<file path="config.mk">
export PLATFORM = sky130hd
export DESIGN_NAME = sw_debounce
export DESIGN_NICKNAME = d
export VERILOG_FILES = /design/src/rtl/board_pkg.sv /design/src/rtl/sw_debounce_bit.sv /design/src/rtl/sw_debounce.sv
export SDC_FILE = /design/constraint.sdc
export NUM_CORES = 1
export LEC_CHECK = 0
export ABC_AREA = 1
export BUFFER_PORTS_ARGS = -buffer_cell sky130_fd_sc_hd__buf_4
export CORE_MARGIN = 3
export CORE_UTILIZATION = 50
export CTS_BUF_LIST = sky130_fd_sc_hd__clkbuf_4
export DETAILED_ROUTE_END_ITERATION = 6
export GPL_TIMING_DRIVEN = 0
export PLACE_DENSITY = 0.68
export SYNTH_ARGS = -nofsm -noshare
export SYNTH_HDL_FRONTEND = slang
export SYNTH_SLANG_ARGS = --single-unit
</file>
<file path="constraint.sdc">
create_clock -name clk -period 1.85 [get_ports clk]
set_clock_uncertainty 0.1 [all_clocks]
set_input_delay 0.2775 -clock clk [delete_from_list [all_inputs] [get_ports clk]]
set_output_delay 0.2775 -clock clk [all_outputs]
set_load 0.01 [all_outputs]
</file>
<file path="src/rtl/board_pkg.sv">
// ---------------------------------------------------------------------------
// board_pkg
//
// Board-level constants shared by the switch input conditioner (sw_debounce)
// and the LED output driver (led). It also holds the small types used by the
// debounce logic.
//
// Contents:
//   CLK_HZ, DEBOUNCE_MS   - system clock rate and switch settle time
//   N_SW, N_LED           - switch and LED counts on the board
//   DEBOUNCE_CYCLES       - settle time expressed in clock cycles
//   deb_state_e           - per-bit debounce state (STABLE / PENDING)
// ---------------------------------------------------------------------------
package board_pkg;

    localparam int CLK_HZ      = 50_000_000;
    localparam int DEBOUNCE_MS = 10;
    localparam int N_SW        = 8;
    localparam int N_LED       = 16;

    // With the defaults above this is 500000 cycles, i.e. 10 ms at 50 MHz.
    localparam int DEBOUNCE_CYCLES = (CLK_HZ / 1000) * DEBOUNCE_MS;

    // Each bit is STABLE while its counter is idle (cnt == 0). It is PENDING
    // while the synchronized input disagrees with the debounced level and the
    // counter is still accumulating.
    typedef enum logic {
        ST_STABLE  = 1'b0,
        ST_PENDING = 1'b1
    } deb_state_e;

endpackage : board_pkg

</file>
<file path="src/rtl/sw_debounce_bit.sv">
// ---------------------------------------------------------------------------
// sw_debounce_bit
//
// One switch bit. It contains a two-flop synchronizer, a stability counter,
// the debounced level and the registered rise/fall strobes.
//
// Ports:
//   clk, rst   - clock; synchronous active-high reset
//   sw_raw_i   - asynchronous pin
//   sw_o       - debounced level
//   rise_o     - one-cycle pulse, registered together with the 0->1 commit
//   fall_o     - one-cycle pulse, registered together with the 1->0 commit
//   evt_d_o    - next-state "commit happens on this edge". The parent uses
//                it to register an OR of all strobes in the same cycle.
//   state_o    - STABLE (cnt == 0) / PENDING (cnt > 0)
// ---------------------------------------------------------------------------
module sw_debounce_bit #(
    parameter int DEBOUNCE_CYCLES = 4
) (
    input  logic                   clk,
    input  logic                   rst,
    input  logic                   sw_raw_i,
    output logic                   sw_o,
    output logic                   rise_o,
    output logic                   fall_o,
    output logic                   evt_d_o,
    output board_pkg::deb_state_e  state_o
);
    import board_pkg::*;

    // The counter counts from 0 up to DEBOUNCE_CYCLES-1, so $clog2 bits are
    // enough. DEBOUNCE_CYCLES >= 2 keeps the width at 1 bit or more.
    localparam int            CW   = $clog2(DEBOUNCE_CYCLES);
    localparam logic [CW-1:0] LAST = CW'(DEBOUNCE_CYCLES - 1);

    logic          s1_q,   s1_d;
    logic          s2_q,   s2_d;
    logic [CW-1:0] cnt_q,  cnt_d;
    logic          lvl_q,  lvl_d;
    logic          rise_q, rise_d;
    logic          fall_q, fall_d;

    always_comb begin
        s1_d   = sw_raw_i;
        s2_d   = s1_q;
        cnt_d  = cnt_q;
        lvl_d  = lvl_q;
        rise_d = 1'b0;
        fall_d = 1'b0;

        if (s2_q == lvl_q) begin
            // Any agreeing cycle restarts the count, so a glitch of any
            // length shorter than DEBOUNCE_CYCLES is rejected.
            cnt_d = '0;
        end else if (cnt_q == LAST) begin
            // This is the DEBOUNCE_CYCLES-th consecutive disagreeing cycle,
            // so commit the new level.
            lvl_d  = s2_q;
            cnt_d  = '0;
            rise_d = s2_q;
            fall_d = ~s2_q;
        end else begin
            cnt_d = cnt_q + CW'(1);
        end
    end

    always_ff @(posedge clk) begin
        if (rst) begin
            s1_q   <= 1'b0;
            s2_q   <= 1'b0;
            cnt_q  <= '0;
            lvl_q  <= 1'b0;
            rise_q <= 1'b0;
            fall_q <= 1'b0;
        end else begin
            s1_q   <= s1_d;
            s2_q   <= s2_d;
            cnt_q  <= cnt_d;
            lvl_q  <= lvl_d;
            rise_q <= rise_d;
            fall_q <= fall_d;
        end
    end

    assign sw_o    = lvl_q;
    assign rise_o  = rise_q;
    assign fall_o  = fall_q;
    assign evt_d_o = rise_d | fall_d;
    assign state_o = (cnt_q != '0) ? ST_PENDING : ST_STABLE;

endmodule : sw_debounce_bit

</file>
<file path="src/rtl/sw_debounce.sv">
// ---------------------------------------------------------------------------
// sw_debounce
//
// Input conditioner for the board slide switches. Each bit is synchronized,
// then filtered so that only a level held for DEBOUNCE_CYCLES consecutive
// synchronized cycles is accepted. The module reports the clean level and
// one-cycle rise/fall strobes.
//
// Ports:
//   clk         - system clock (50 MHz on the board)
//   rst         - synchronous active-high reset
//   sw_raw      - asynchronous switch pins [N_SW]
//   sw          - debounced level [N_SW]
//   sw_rise     - one-cycle pulse per bit on 0->1 of sw
//   sw_fall     - one-cycle pulse per bit on 1->0 of sw
//   sw_chg      - one-cycle flag, OR of sw_rise|sw_fall, same cycle
//   dbg_pending - per-bit debounce state, 1 = PENDING
//
// Latency: a level first sampled at edge E0 appears on sw at
// E(1+DEBOUNCE_CYCLES).
// ---------------------------------------------------------------------------
module sw_debounce #(
    parameter int N_SW            = board_pkg::N_SW,
    parameter int DEBOUNCE_CYCLES = board_pkg::DEBOUNCE_CYCLES
) (
    input  logic            clk,
    input  logic            rst,
    input  logic [N_SW-1:0] sw_raw,
    output logic [N_SW-1:0] sw,
    output logic [N_SW-1:0] sw_rise,
    output logic [N_SW-1:0] sw_fall,
    output logic            sw_chg,
    output logic [N_SW-1:0] dbg_pending
);
    import board_pkg::*;

    logic [N_SW-1:0] evt_d;
    logic            sw_chg_q, sw_chg_d;

    for (genvar i = 0; i < N_SW; i++) begin : g_bit
        deb_state_e st;

        sw_debounce_bit #(
            .DEBOUNCE_CYCLES (DEBOUNCE_CYCLES)
        ) u_bit (
            .clk      (clk),
            .rst      (rst),
            .sw_raw_i (sw_raw[i]),
            .sw_o     (sw[i]),
            .rise_o   (sw_rise[i]),
            .fall_o   (sw_fall[i]),
            .evt_d_o  (evt_d[i]),
            .state_o  (st)
        );

        assign dbg_pending[i] = (st == ST_PENDING);
    end

    // The OR is taken of the per-bit next-state strobes and then registered.
    // As a result sw_chg is a clean flop output that is high in exactly the
    // cycle the registered strobes are high.
    always_comb begin
        sw_chg_d = |evt_d;
    end

    always_ff @(posedge clk) begin
        if (rst) begin
            sw_chg_q <= 1'b0;
        end else begin
            sw_chg_q <= sw_chg_d;
        end
    end

    assign sw_chg = sw_chg_q;

endmodule : sw_debounce

</file>
Yosys cells after proc, flatten, opt, wreduce, memory -nomap -nowiden
Index checks and enable logic that the tools add are counted.
{ "classes": {"eq_ne": 16, "reduce_logical": 25, "muxes": 40, "n_bitwise": 24, "addsub": 8} }
{ "ops": {"columns": ["operator", "n"], "rows": [
  ["adder 19 x 1 -> 19 bit, second input constant", 8],
  ["equality test 19 bit, second input constant", 8],
  ["nonzero test 19 bit", 8],
  ["two-way mux 1 bit", 40],
  ["OR reduction 3 bit", 8],
  ["inverter 1 bit", 16],
  ["AND reduction 2 bit", 8],
  ["equality test 1 bit", 8],
  ["bitwise OR 1 bit", 8],
  ["OR reduction 8 bit", 1]
]} }
{ "totals": {"inputBits": 10, "reg_bits": 193, "word_cells": 162, "output_inout_bits": 33} }

Longest topological paths before layout
Gate-level depths: netlist (run 1).
{ "depth": {"depth_word": 5, "depth_mapped": 10} }

Cells and area by module
From an unflattened synthesis (run 1), not the netlist that was laid out.
{ "hier_totals": {"hier_cells": 1489, "hier_area_um2": 10149.7} }
{ "by_module_without_submodules": {"columns": ["module", "n_inst", "cells_each", "area_each_um2"], "rows": [
  ["sw_debounce_bit", 8, 184, 1255.0],
  ["sw_debounce", 1, 17, 110.1]
]} }

Least setup slack after synthesis (run 1)
No wires, ideal clock.
{ "synth_timing": {"path_kind": "register to register", "startpoint": "reg g_bit[0].u_bit.cnt_q[0]", "endpoint": "reg g_bit[0].u_bit.cnt_q[0]", "slack_ns": 0.202, "path_buffers": 1, "arrival_time_ns": 1.427, "synth_period_minus_slack_ns": 1.648, "path_stages_with_launch": 8, "path_cell_list": "dfxtp_1 ha_1 nand2_1 nor2_2 nand4_1 nand3_2 buf_4 nor2_1"} }
{ "synth_between": {"elab_chain_cells": 2, "elab_cells_between_ends": 3} }
{ "synth_lines": {"columns": ["element", "line_no", "rtl"], "rows": [
  ["from (decl)", "sw_debounce_bit.sv:38", "logic [CW-1:0] cnt_q, cnt_d;"],
  ["from (signal assigned)", "sw_debounce_bit.sv:78", "cnt_q <= cnt_d;"],
  ["parallel branches: the longest is 2 deep, another holds adder 19 x 1 -> 19 bit", null, null]
]} }
Several ways; the timed one is not identified.
A chain may end at the register's enable or synchronous reset.

Worst setup path after layout (run 1)
{ "layout_timing": {"startpoint": "reg g_bit[4].u_bit.cnt_q[9]", "endpoint": "out dbg_pending[4]"} }
{ "layout_between": {"elab_chain_cells": 2} }
{ "layout_lines": {"columns": ["element", "line_no", "rtl"], "rows": [
  ["from (decl)", "sw_debounce_bit.sv:38", null],
  ["from (signal assigned)", "sw_debounce_bit.sv:78", null],
  ["nonzero test 19 bit", "sw_debounce_bit.sv:89", "assign state_o = (cnt_q != '0) ? ST_PENDING : ST_STABLE;"],
  ["two-way mux 1 bit", "sw_debounce_bit.sv:89", null],
  ["to (decl)", "sw_debounce.sv:33", "output logic [N_SW-1:0] dbg_pending"]
]} }
Every way passes these cells.

==> results_dict.tcl, run 1 <==
set metrics [dict create \
    status "finished with violations" \
    failed_checks "negative setup slack" \
    die-area_um2 21660 \
    fin_crit_ns 2.098 \
    drive_gt1_share_pct 26.17 \
    worstSetupEndpointType "output port" \
    core_um2 19530 \
    grt_pass1_wl_um 37290 \
    dpl.cell_count 1714 \
    rsz0062_at_grt "true" \
    port_buffers 41 \
    clockRootBuffer "clkbuf_4" \
    yosysTopAreaCellShare_pct 38.76 \
    yosys-top-cells-count "249 x nand2_1, 249 x nor2_1, 193 x dfxtp_1, 193 x inv_1, 89 x nand3_1" \
    path_class "register to output port" \
    max_freq_mhz 476.6 \
    arrival_ns 1.72 \
    maxCapViolations 0 \
    wire_per_inst_um 12.44 \
    syn_area_um2 9967 \
    grt_use_total_pct 20.38 \
    drt_iter0_drc 470 \
    worst_hold_path_type "input pin to register" \
    overflow 0 \
    dp_hpwl_um 15900 \
    htreeDepth 4 \
    cts_tree "done" \
    max_slew_margin_pct 60.89 \
    nets 1553 \
    holdWs_ns 0.2459 \
    finalCritPeriodShare_pct 113.4 \
    cts_sinks 193 \
    gp_congestion 0.9366 \
    share_comb_of_total_power_pct 3.2 \
    antenna_found_initial 1 \
    start_util_pct 51.04 \
    syn_nets 1434 \
    setup_viol 25 \
    worstMarginPinSlew_ns 0.5867 \
    fin_cells 1806 \
    p_per_area_nw_per_um2 557.0 \
    die_x_um 147.2 \
    clk_path_buf_depth 2 \
    grt_max_degree 17 \
    startpoint_type "register" \
    synthTopCellsByArea "dfxtp_1 39%, nand2_1 9.4%, nor2_1 9.4%" \
    cts_buffers 17 \
    yosysUniqueCellTypes 41 \
    first_pass_iters 5 \
    die_h_um 147.2 \
    max-vdd-ir-drop_mv 0.5055 \
    async_reset_ff_share_pct 0 \
    placed_area_um2 10610 \
    grt_pass1_vias 8227 \
    vias 9094 \
    synthToLayoutAreaGrowth_pct 21.35 \
    p_leak_uw 0.004529 \
    row_count 51 \
    routed_via_density 5.035 \
    design_area_um2 12100 \
    ys_ff_latch 193 \
    yosysWarnings 0 \
    dp_slack_ns -0.1365 \
    p_clk_share_pct 34.9 \
    swShare_pct 22.80 \
    ys.flop_type "dfxtp_1" \
    ys_seq_area_share_pct 38.76 \
    drt_wl_total_um 22460 \
    clkLatencyLatePin_ns 0.58 \
    power_frac_seq_pct 61.8 \
    synth-edff-count 0 \
    drc_errors 0 \
    switching_power_uw 1536 \
    synthCells 1408 \
    setup_tns_ns -1.290 \
    hold_violations 0 \
    p_int_uw 5201 \
    fin_ws_ns -0.2484 \
    antenna_left 0 \
    worstPathRequired_ns 1.47 \
    avgSynthCellArea_um2 7.079 \
    path_clk_slew_ns 0.15 \
    critPathMaxFanout 4 \
    final_max_slew_viol_count 0 \
    yosys.area.top_type "dfxtp_1" \
    pin_count 43 \
]
path summary, 6_finish.rpt:
kind	from	to	slack, ns	depth (start not counted)
setup reg to reg	g_bit[4].u_bit.cnt_q[0]	g_bit[4].u_bit.sw_o	-0.04	9
hold / removal	rst	g_bit[7].u_bit.cnt_q[4]	0.25	4
hold reg to reg	g_bit[1].u_bit.s1_q	g_bit[1].u_bit.s2_q	0.32	2
setup / recovery	g_bit[4].u_bit.cnt_q[9]	dbg_pending[4]	-0.25	3
sequential cells by signal (all words and copies together) (netlist names):
register / count
g_bit.u_bit.sw_o: 8
g_bit.u_bit.cnt_q: 152
g_bit.u_bit.fall_o: 8
g_bit.u_bit.rise_o: 8
sw_chg: 1
g_bit.u_bit.s2_q: 8
g_bit.u_bit.s1_q: 8
routing by layer:
| layer | up-vias | global-route usage (%) | part of all wire (%) |
|---|---|---|---|
| li1 | 4722 | - | - |
| met1 | 4158 | 27.08 | 47 |
| met2 | 184 | 34.24 | 47 |
| met3 | 30 | 3.856 | 4.3 |
| met4 | 0 | 5.405 | 1.8 |
| met5 | - | 0 | 0 |
cell usage in the layout, fill, tap and decap left out, types with 5 or more instances in the layout:
master	instances
nand2_1	242
nor2_1	234
inv_1	161
dfxtp_1	129
buf_4	121
nand3_1	82
nor3_1	59
nand4_1	52
a21oi_1	49
dfxtp_2	46
xor2_1	42
inv_2	33
o21ai_0	23
nor3_2	19
clkbuf_4	18
dfxtp_4	18
nor2_4	16
nand3_2	15
nor2_2	15
xnor2_1	14
nand2_2	12
dlygate4sd3_1	12
nand3_4	11
ha_4	11
buf_6	10
nor3b_1	8
inv_4	7
nor4_2	6
or2_2	6
nand3b_1	6
nor4_1	5
nor3_4	5
layout make-up:
type | instances | area (um2)
Buffer | 38 | 287.8
Tap cell | 265 | 331.6
Clock buffer | 18 | 135.1
Inverter | 201 | 772.0
Antenna cell | 1 | 2.502
Sequential cell | 193 | 3989
Fill cell | 1778 | 7431
Multi-Input combinational cell | 964 | 5512
Clock inverter | 14 | 163.9
Timing Repair Buffer | 112 | 902.1
power by group through the flow:
stage          Combinational, uW  Sequential (uW)  Clock (uW)
6_report                     217             4170        2350
5_1_grt                      241             4170        2610
4_1_cts                      195             4180        2460
3_5_place_dp                 154             4280           0
3_3_place_gp                 154             4280           0
2_1_floorplan               95.8             4280           0
metrics by stage:
step / util, % / power, uW
floorplan: - / 4376
global placement: 54.32 / 4438
detailed placement: 54.32 / 4439
CTS: 58.80 / 6828
global route: 61.94 / 7020
finish: 61.94 / 6738
critical path: stages (launching register included):
cell,delay (ns)
dfxtp_1,0.37
nor3_1,0.42
nand4_1,0.18
buf_4,0.18
repair_timing:
action                                  4_1_cts  5_1_grt
endpoints found under the setup margin       46      113
hold endpoints to repair                     13        0
pin swaps                                    24       32
gates resized for setup                     115      117
cloned                                        0        2
hold buffers                                 12        0
setup buffers                                29       29
kinds of logic (layout without fill, tap and decap cells):
family | count (synthesis) | in the layout | synth area share (%)
AO/OA/AOI/OAI | 81 | 81 | 4.168
XOR/XNOR | 56 | 56 | 4.921
adder cells (fa/ha/maj) | 16 | 16 | 2.009
buffers and inverters | 252 | 383 | 11.24
flip-flops | 193 | 193 | 38.76
other | 0 | 1 | 0
AND/OR/NAND/NOR | 810 | 811 | 38.90
Power figures use the tool's default switching activity.
==> run 2, diff against run 1 <==
--- a/config.mk
+++ b/config.mk
@@ -8,11 +8,11 @@
 export ABC_AREA = 1
 export BUFFER_PORTS_ARGS = -buffer_cell sky130_fd_sc_hd__buf_4
 export CORE_MARGIN = 3
-export CORE_UTILIZATION = 50
+export CORE_UTILIZATION = 29
 export CTS_BUF_LIST = sky130_fd_sc_hd__clkbuf_4
 export DETAILED_ROUTE_END_ITERATION = 6
 export GPL_TIMING_DRIVEN = 0
-export PLACE_DENSITY = 0.68
+export PLACE_DENSITY = 0.45
 export SYNTH_ARGS = -nofsm -noshare
 export SYNTH_HDL_FRONTEND = slang
 export SYNTH_SLANG_ARGS = --single-unit
==> results_dict.tcl, run 2 (synthesis gave the netlist of run 1 again) <==
set metrics [dict create \
    synthToLayoutAreaGrowth_pct 25.56 \
    antenna_found_initial 1 \
    largest_register_ff_count 152 \
    drive_gt1_share_pct 27.14 \
    cts_buffers 17 \
    drc_errors 0 \
    grt_use_total_pct 13.85 \
    crit_end "dbg_pending[4]" \
    critPathMaxStageDelay_ns 0.36 \
    top_register "g_bit.u_bit.cnt_q" \
    maxCapViolations 0 \
    path_clk_slew_ns 0.16 \
    nets 1568 \
    grtUsageMet2_pct 23.17 \
    cts_sinks 193 \
    dp_slack_ns -0.2135 \
    path_cells "inv_2, ha_4, nand2_4, nor4_4, nand4_1, buf_4" \
    dp_hpwl_um 17930 \
    routed_via_density 4.510 \
    overflow 0 \
    reg2reg_depth 10 \
    p_per_area_nw_per_um2 534.6 \
    die_x_um 191.4 \
    die-area_um2 36630 \
    row_count 67 \
    path_class "register to output port" \
    htreeDepth 4 \
    final_common_cell "nand2_1" \
    max-vdd-ir-drop_mv 0.3394 \
    status "finished with violations" \
    vias 9038 \
    grtUsageMet1_pct 17.81 \
    grt_pass1_wl_um 41350 \
    grt_pass1_vias 8534 \
    cp_slowest_cell "dfxtp_2" \
    setup_tns_ns -1.565 \
    antenna_left 0 \
    rsz0062_at_grt "true" \
    p_leak_uw 0.004671 \
    setup_viol 8 \
    gp_congestion 0.8384 \
    clockRootBuffer "clkbuf_4" \
    worstSetupEndpointType "output port" \
    pin_count 43 \
    cts_tree "done" \
    failed_checks "negative setup slack" \
    first_pass_iters 5 \
    port_buffers 41 \
    finalCritPeriodShare_pct 116.4 \
    final_cell_mix "243 x nand2_1, 232 x nor2_1, 160 x inv_1" \
    clk_path_buf_depth 2 \
    reg2reg_to "g_bit[4].u_bit.cnt_q[18]" \
    final_max_slew_viol_count 0 \
    startpoint_type "register" \
    use_met3_pct 2.439 \
    hold_violations 0 \
    grt.busiest_layer "met2" \
    drt_iter0_drc 499 \
    die_h_um 191.4 \
    arrival_ns 1.78 \
    worstMarginPinSlew_ns 0.5295 \
    critPathMaxFanout 3 \
    rrSetupSlack_ns 0.09 \
    start_util_pct 29.58 \
    clkLatencyLatePin_ns 0.61 \
    worstPathRequired_ns 1.47 \
    wire_per_inst_um 12.51 \
    max_freq_mhz 464.5 \
    fin_ws_ns -0.3027 \
    rr_startpoint "g_bit[4].u_bit.cnt_q[0]" \
    drt_wl_total_um 25070 \
    grt_max_degree 17 \
    fin_crit_ns 2.153 \
    core_um2 33700 \
    worst_hold_path_type "input pin to register" \
    post-route-util_pct 37.14 \
    startpoint "g_bit[4].u_bit.cnt_q[1]" \
    max_slew_margin_pct 64.70 \
]
-- run 2: changes by cell type in the layout (fill, tap and decap cells not counted), sizes merged --
cell and delta:
bufinv -1, clkinvlp +3, nand3 -1, clkinv -2, clkbuf +2, buf +14
-- run 2: power by group --
group          internal (uW)  total, uW  switching, uW  leakage [uW]
clock                    811       2290           1480      0.000144
combinational            106        233            127       0.00293
sequential              4150       4160           12.0       0.00160
total                   5070       6690           1620       0.00467
-- run 2: per-layer routing --
layer  up-vias  part of all wire (%)
met5         -                     0
met4         0                   2.1
met3        26                   2.2
met2        86                    48
met1      4172                    48
li1       4754                     -
-- run 2: cell type report --
type                            instances  area [um2]
Clock inverter                         14       140.1
Fill cell                            3640       21190
Inverter                              201       774.5
Buffer                                 39       305.3
Timing Repair Buffer                  127        1016
Clock buffer                           18       135.1
Multi-Input combinational cell        963        5588
Sequential cell                       193        3993
Tap cell                              448       560.5
Antenna cell                            1       2.502
-- run 2: what timing repair did --
item | in CTS | in global routing
hold buffers | 12 | 0
hold endpoints to repair | 13 | 0
cloned | 0 | 1
endpoints found under the setup margin | 62 | 120
gates resized for setup | 133 | 114
buffers inserted | 34 | 39
pin swaps | 29 | 29
-- run 2: through the flow --
step | cells | hold slack (ns) | power [uW] | cell area (um2)
2_1_floorplan | 1408 | 0.2845 | 4376 | 9967
3_3_place_gp | 1897 | 0.2937 | 4448 | 10840
3_5_place_dp | 1897 | 0.2950 | 4448 | 10840
4_1_cts | 1963 | 0.1366 | 6841 | 11810
5_1_grt | 2004 | 0.1594 | 7060 | 12510
6_report | 2004 | 0.1846 | 6691 | 12510
-- run 2: worst min path at each step --
| stage | endpoint | cells past startpoint | from |
|---|---|---|---|
| floorplan | g_bit[0].u_bit.s1_q | 2 | sw_raw[0] |
| global placement | g_bit[2].u_bit.s2_q | 2 | g_bit[2].u_bit.s1_q |
| detailed placement | g_bit[2].u_bit.s2_q | 2 | g_bit[2].u_bit.s1_q |
| CTS | g_bit[1].u_bit.s2_q | 3 | rst |
| global route | g_bit[1].u_bit.s2_q | 3 | rst |
| finish | g_bit[1].u_bit.s2_q | 3 | rst |
-- run 2: critical path: cells and delay by family (launching register included) --
family        cells  cell delay (ns)
fa+ha+maj         1             0.13
buf+inv           2             0.24
flops             1             0.36
simple gates      3             0.42
==> run 3, diff against run 2 <==
--- a/config.mk
+++ b/config.mk
@@ -5,7 +5,6 @@
 export SDC_FILE = /design/constraint.sdc
 export NUM_CORES = 1
 export LEC_CHECK = 0
-export ABC_AREA = 1
 export BUFFER_PORTS_ARGS = -buffer_cell sky130_fd_sc_hd__buf_4
 export CORE_MARGIN = 3
 export CORE_UTILIZATION = 29
==> results_dict.tcl, run 3 <==
set metrics [dict create \
    register_area_um2 3978 \
    yosysWarnings 0 \
    wire_per_inst_um 14.68 \
    reg2reg_depth 6 \
    vias 7806 \
    path_clk_slew_ns 0.18 \
    arrival_ns 1.99 \
    startpoint_type "register" \
    max-vdd-ir-drop_mv 0.3043 \
    worstSetupEndpointType "output port" \
    pin_count 43 \
    clk_path_buf_depth 2 \
    rsz0062_at_grt "true" \
    p_per_area_nw_per_um2 547.0 \
    grt_use_total_pct 14.05 \
    overflow 0 \
    critPathMaxFanout 3 \
    fin_ws_ns -0.5216 \
    synth.most_common_cell "dfxtp_1" \
    syn_nets 1042 \
    top_register "g_bit.u_bit.cnt_q" \
    hold_violations 0 \
    yosys.area.top_type "dfxtp_1" \
    dp_hpwl_um 14900 \
    yosys-top-cells-count "193 x dfxtp_1, 125 x nor2_1, 61 x nand4_1" \
    core_um2 30030 \
    antenna_left 0 \
    syn_area_um2 8945 \
    routed_via_density 4.913 \
    drt_iter0_drc 400 \
    fin_cells 1589 \
    rrSetupSlack_ns -0.45 \
    port_buffers 42 \
    worstMarginPinSlew_ns 1.047 \
    holdWs_ns 0.3254 \
    finalCritPeriodShare_pct 128.2 \
    gp_congestion 0.7455 \
    antenna_found_initial 1 \
    ys_ff_latch 193 \
    status "finished with violations" \
    synthCells 1016 \
    final_common_cell "buf_4" \
    fill_cells 3002 \
    first_pass_iters 5 \
    start_util_pct 29.78 \
    post-route-util_pct 40.47 \
    worst_hold_path_type "input pin to register" \
    synth-edff-count 0 \
    die_h_um 181.6 \
    max_slew_margin_pct 30.20 \
    die-area_um2 32990 \
    yosysUniqueCellTypes 38 \
    row_count 63 \
    clockRootBuffer "clkbuf_4" \
    rr_startpoint "g_bit[2].u_bit.cnt_q[11]" \
    grt_pass1_wl_um 38690 \
    die_x_um 181.6 \
    drive_gt1_share_pct 40.40 \
    cts_buffers 17 \
    nets 1211 \
    min_from "sw_raw[5]" \
    use_met3_pct 2.224 \
    htreeDepth 4 \
    maxCapViolations 0 \
    reg2reg_to "g_bit[2].u_bit.cnt_q[18]" \
    yosysTopAreaCellShare_pct 43.19 \
    grtUsageMet1_pct 19.28 \
    grt.busiest_layer "met2" \
    ys.flop_type "dfxtp_1" \
    synthTopCellsByArea "dfxtp_1 43%, xor2_1 5.7%, nor2_1 5.2%" \
    cts_tree "done" \
    largest_register_ff_count 152 \
    fin_crit_ns 2.372 \
    failed_checks "negative setup slack" \
    final_cell_mix "137 x buf_4, 126 x dfxtp_1, 79 x nor2_1" \
    avgSynthCellArea_um2 8.804 \
    final_max_slew_viol_count 0 \
    dp_slack_ns -0.4895 \
    max_freq_mhz 421.7 \
    hold_depth 3 \
    synthToLayoutAreaGrowth_pct 35.89 \
    setup_viol 155 \
    dpl.cell_count 1448 \
    grtUsageMet2_pct 23.26 \
    multi_input_area_um2 5468 \
    drc_errors 0 \
    path_class "register to output port" \
    worstPathRequired_ns 1.47 \
    async_reset_ff_share_pct 0 \
    drt_wl_total_um 23320 \
    p_leak_uw 0.004027 \
    holdPathEnd "g_bit[5].u_bit.s1_q" \
    cts_sinks 193 \
    grt_pass1_vias 7673 \
    ys_seq_area_share_pct 43.19 \
    grt_max_degree 19 \
    setup_tns_ns -35.92 \
    clkLatencyLatePin_ns 0.60 \
]
run 3: changes by cell type after synthesis, moves of 28 or more:
cell / previous run / this run
xnor2_1: 14 / 50
nand3_1: 89 / 58
nor2_1: 249 / 125
nand2_1: 249 / 53
nor3_1: 69 / 16
inv_1: 193 / 31
or4_1: 0 / 28
run 3: critical path, cell delays in order, from the launching register on:
cell and delay [ns]:
dfxtp_2 0.37, or4_4 0.56, nor2_2 0.13, nand4_1 0.15, buf_4 0.19
run 3: per-layer routing:
layer  share of wire [%]  up-vias
li1                    -     3937
met1                  49     3779
met2                  47       76
met3                 2.5       14
met4                0.93        0
met5                   0        -
run 3: where the power goes:
| part | switching, uW | internal, uW |
|---|---|---|
| clock network | 1630 | 597 |
| registers | 19.5 | 4160 |
| logic | 125 | 114 |
run 3: repair_timing:
item / 4_1_cts / 5_1_grt
hold endpoints to repair: 10 / 0
endpoints found under the setup margin: 181 / 180
gates resized for setup: 190 / 126
pin swaps: 78 / 62
cloned: 6 / 2
setup buffers: 81 / 32
hold buffers: 10 / 0
run 3: worst max path at each step:
stage | start | end | slack, ns | depth (start not counted)
after floorplan | g_bit[3].u_bit.cnt_q[14] | g_bit[3].u_bit.cnt_q[8] | -0.21 | 5
after global placement | g_bit[3].u_bit.cnt_q[11] | g_bit[3].u_bit.fall_o | -0.50 | 4
after detailed placement | g_bit[3].u_bit.cnt_q[11] | g_bit[3].u_bit.rise_o | -0.49 | 4
after CTS | g_bit[1].u_bit.cnt_q[7] | dbg_pending[1] | -0.53 | 4
after global routing | g_bit[3].u_bit.cnt_q[1] | dbg_pending[3] | -0.65 | 5
final | g_bit[3].u_bit.cnt_q[12] | dbg_pending[3] | -0.52 | 4
run 3: through the flow:
stage | area (um2) | total power [uW]
global placement | 9910 | 4452
CTS | 11580 | 6780
finish | 12160 | 6649
global route | 12160 | 6945
floorplan | 9106 | 4377
detailed placement | 9910 | 4453
run 3: area by class of cell:
| class | instances | area share [%] |
|---|---|---|
| plain buffers | 50 | 3.078 |
| diodes | 1 | 0.02059 |
| inverters | 31 | 0.9573 |
| repair buffers | 167 | 12.09 |
| flip-flops and latches | 193 | 32.72 |
| clock buffers | 18 | 1.112 |
| well taps | 390 | 4.014 |
| clock inverters | 14 | 1.019 |
| multi-input cells | 725 | 44.98 |
run 3: kinds of logic after synthesis:
logic type	synth area share, %
XOR/XNOR	10.57
flip-flops	43.19
buffers and inverters	5.959
adder cells (fa/ha/maj)	2.238
AO/OA/AOI/OAI	6.966
AND/OR/NAND/NOR	31.07
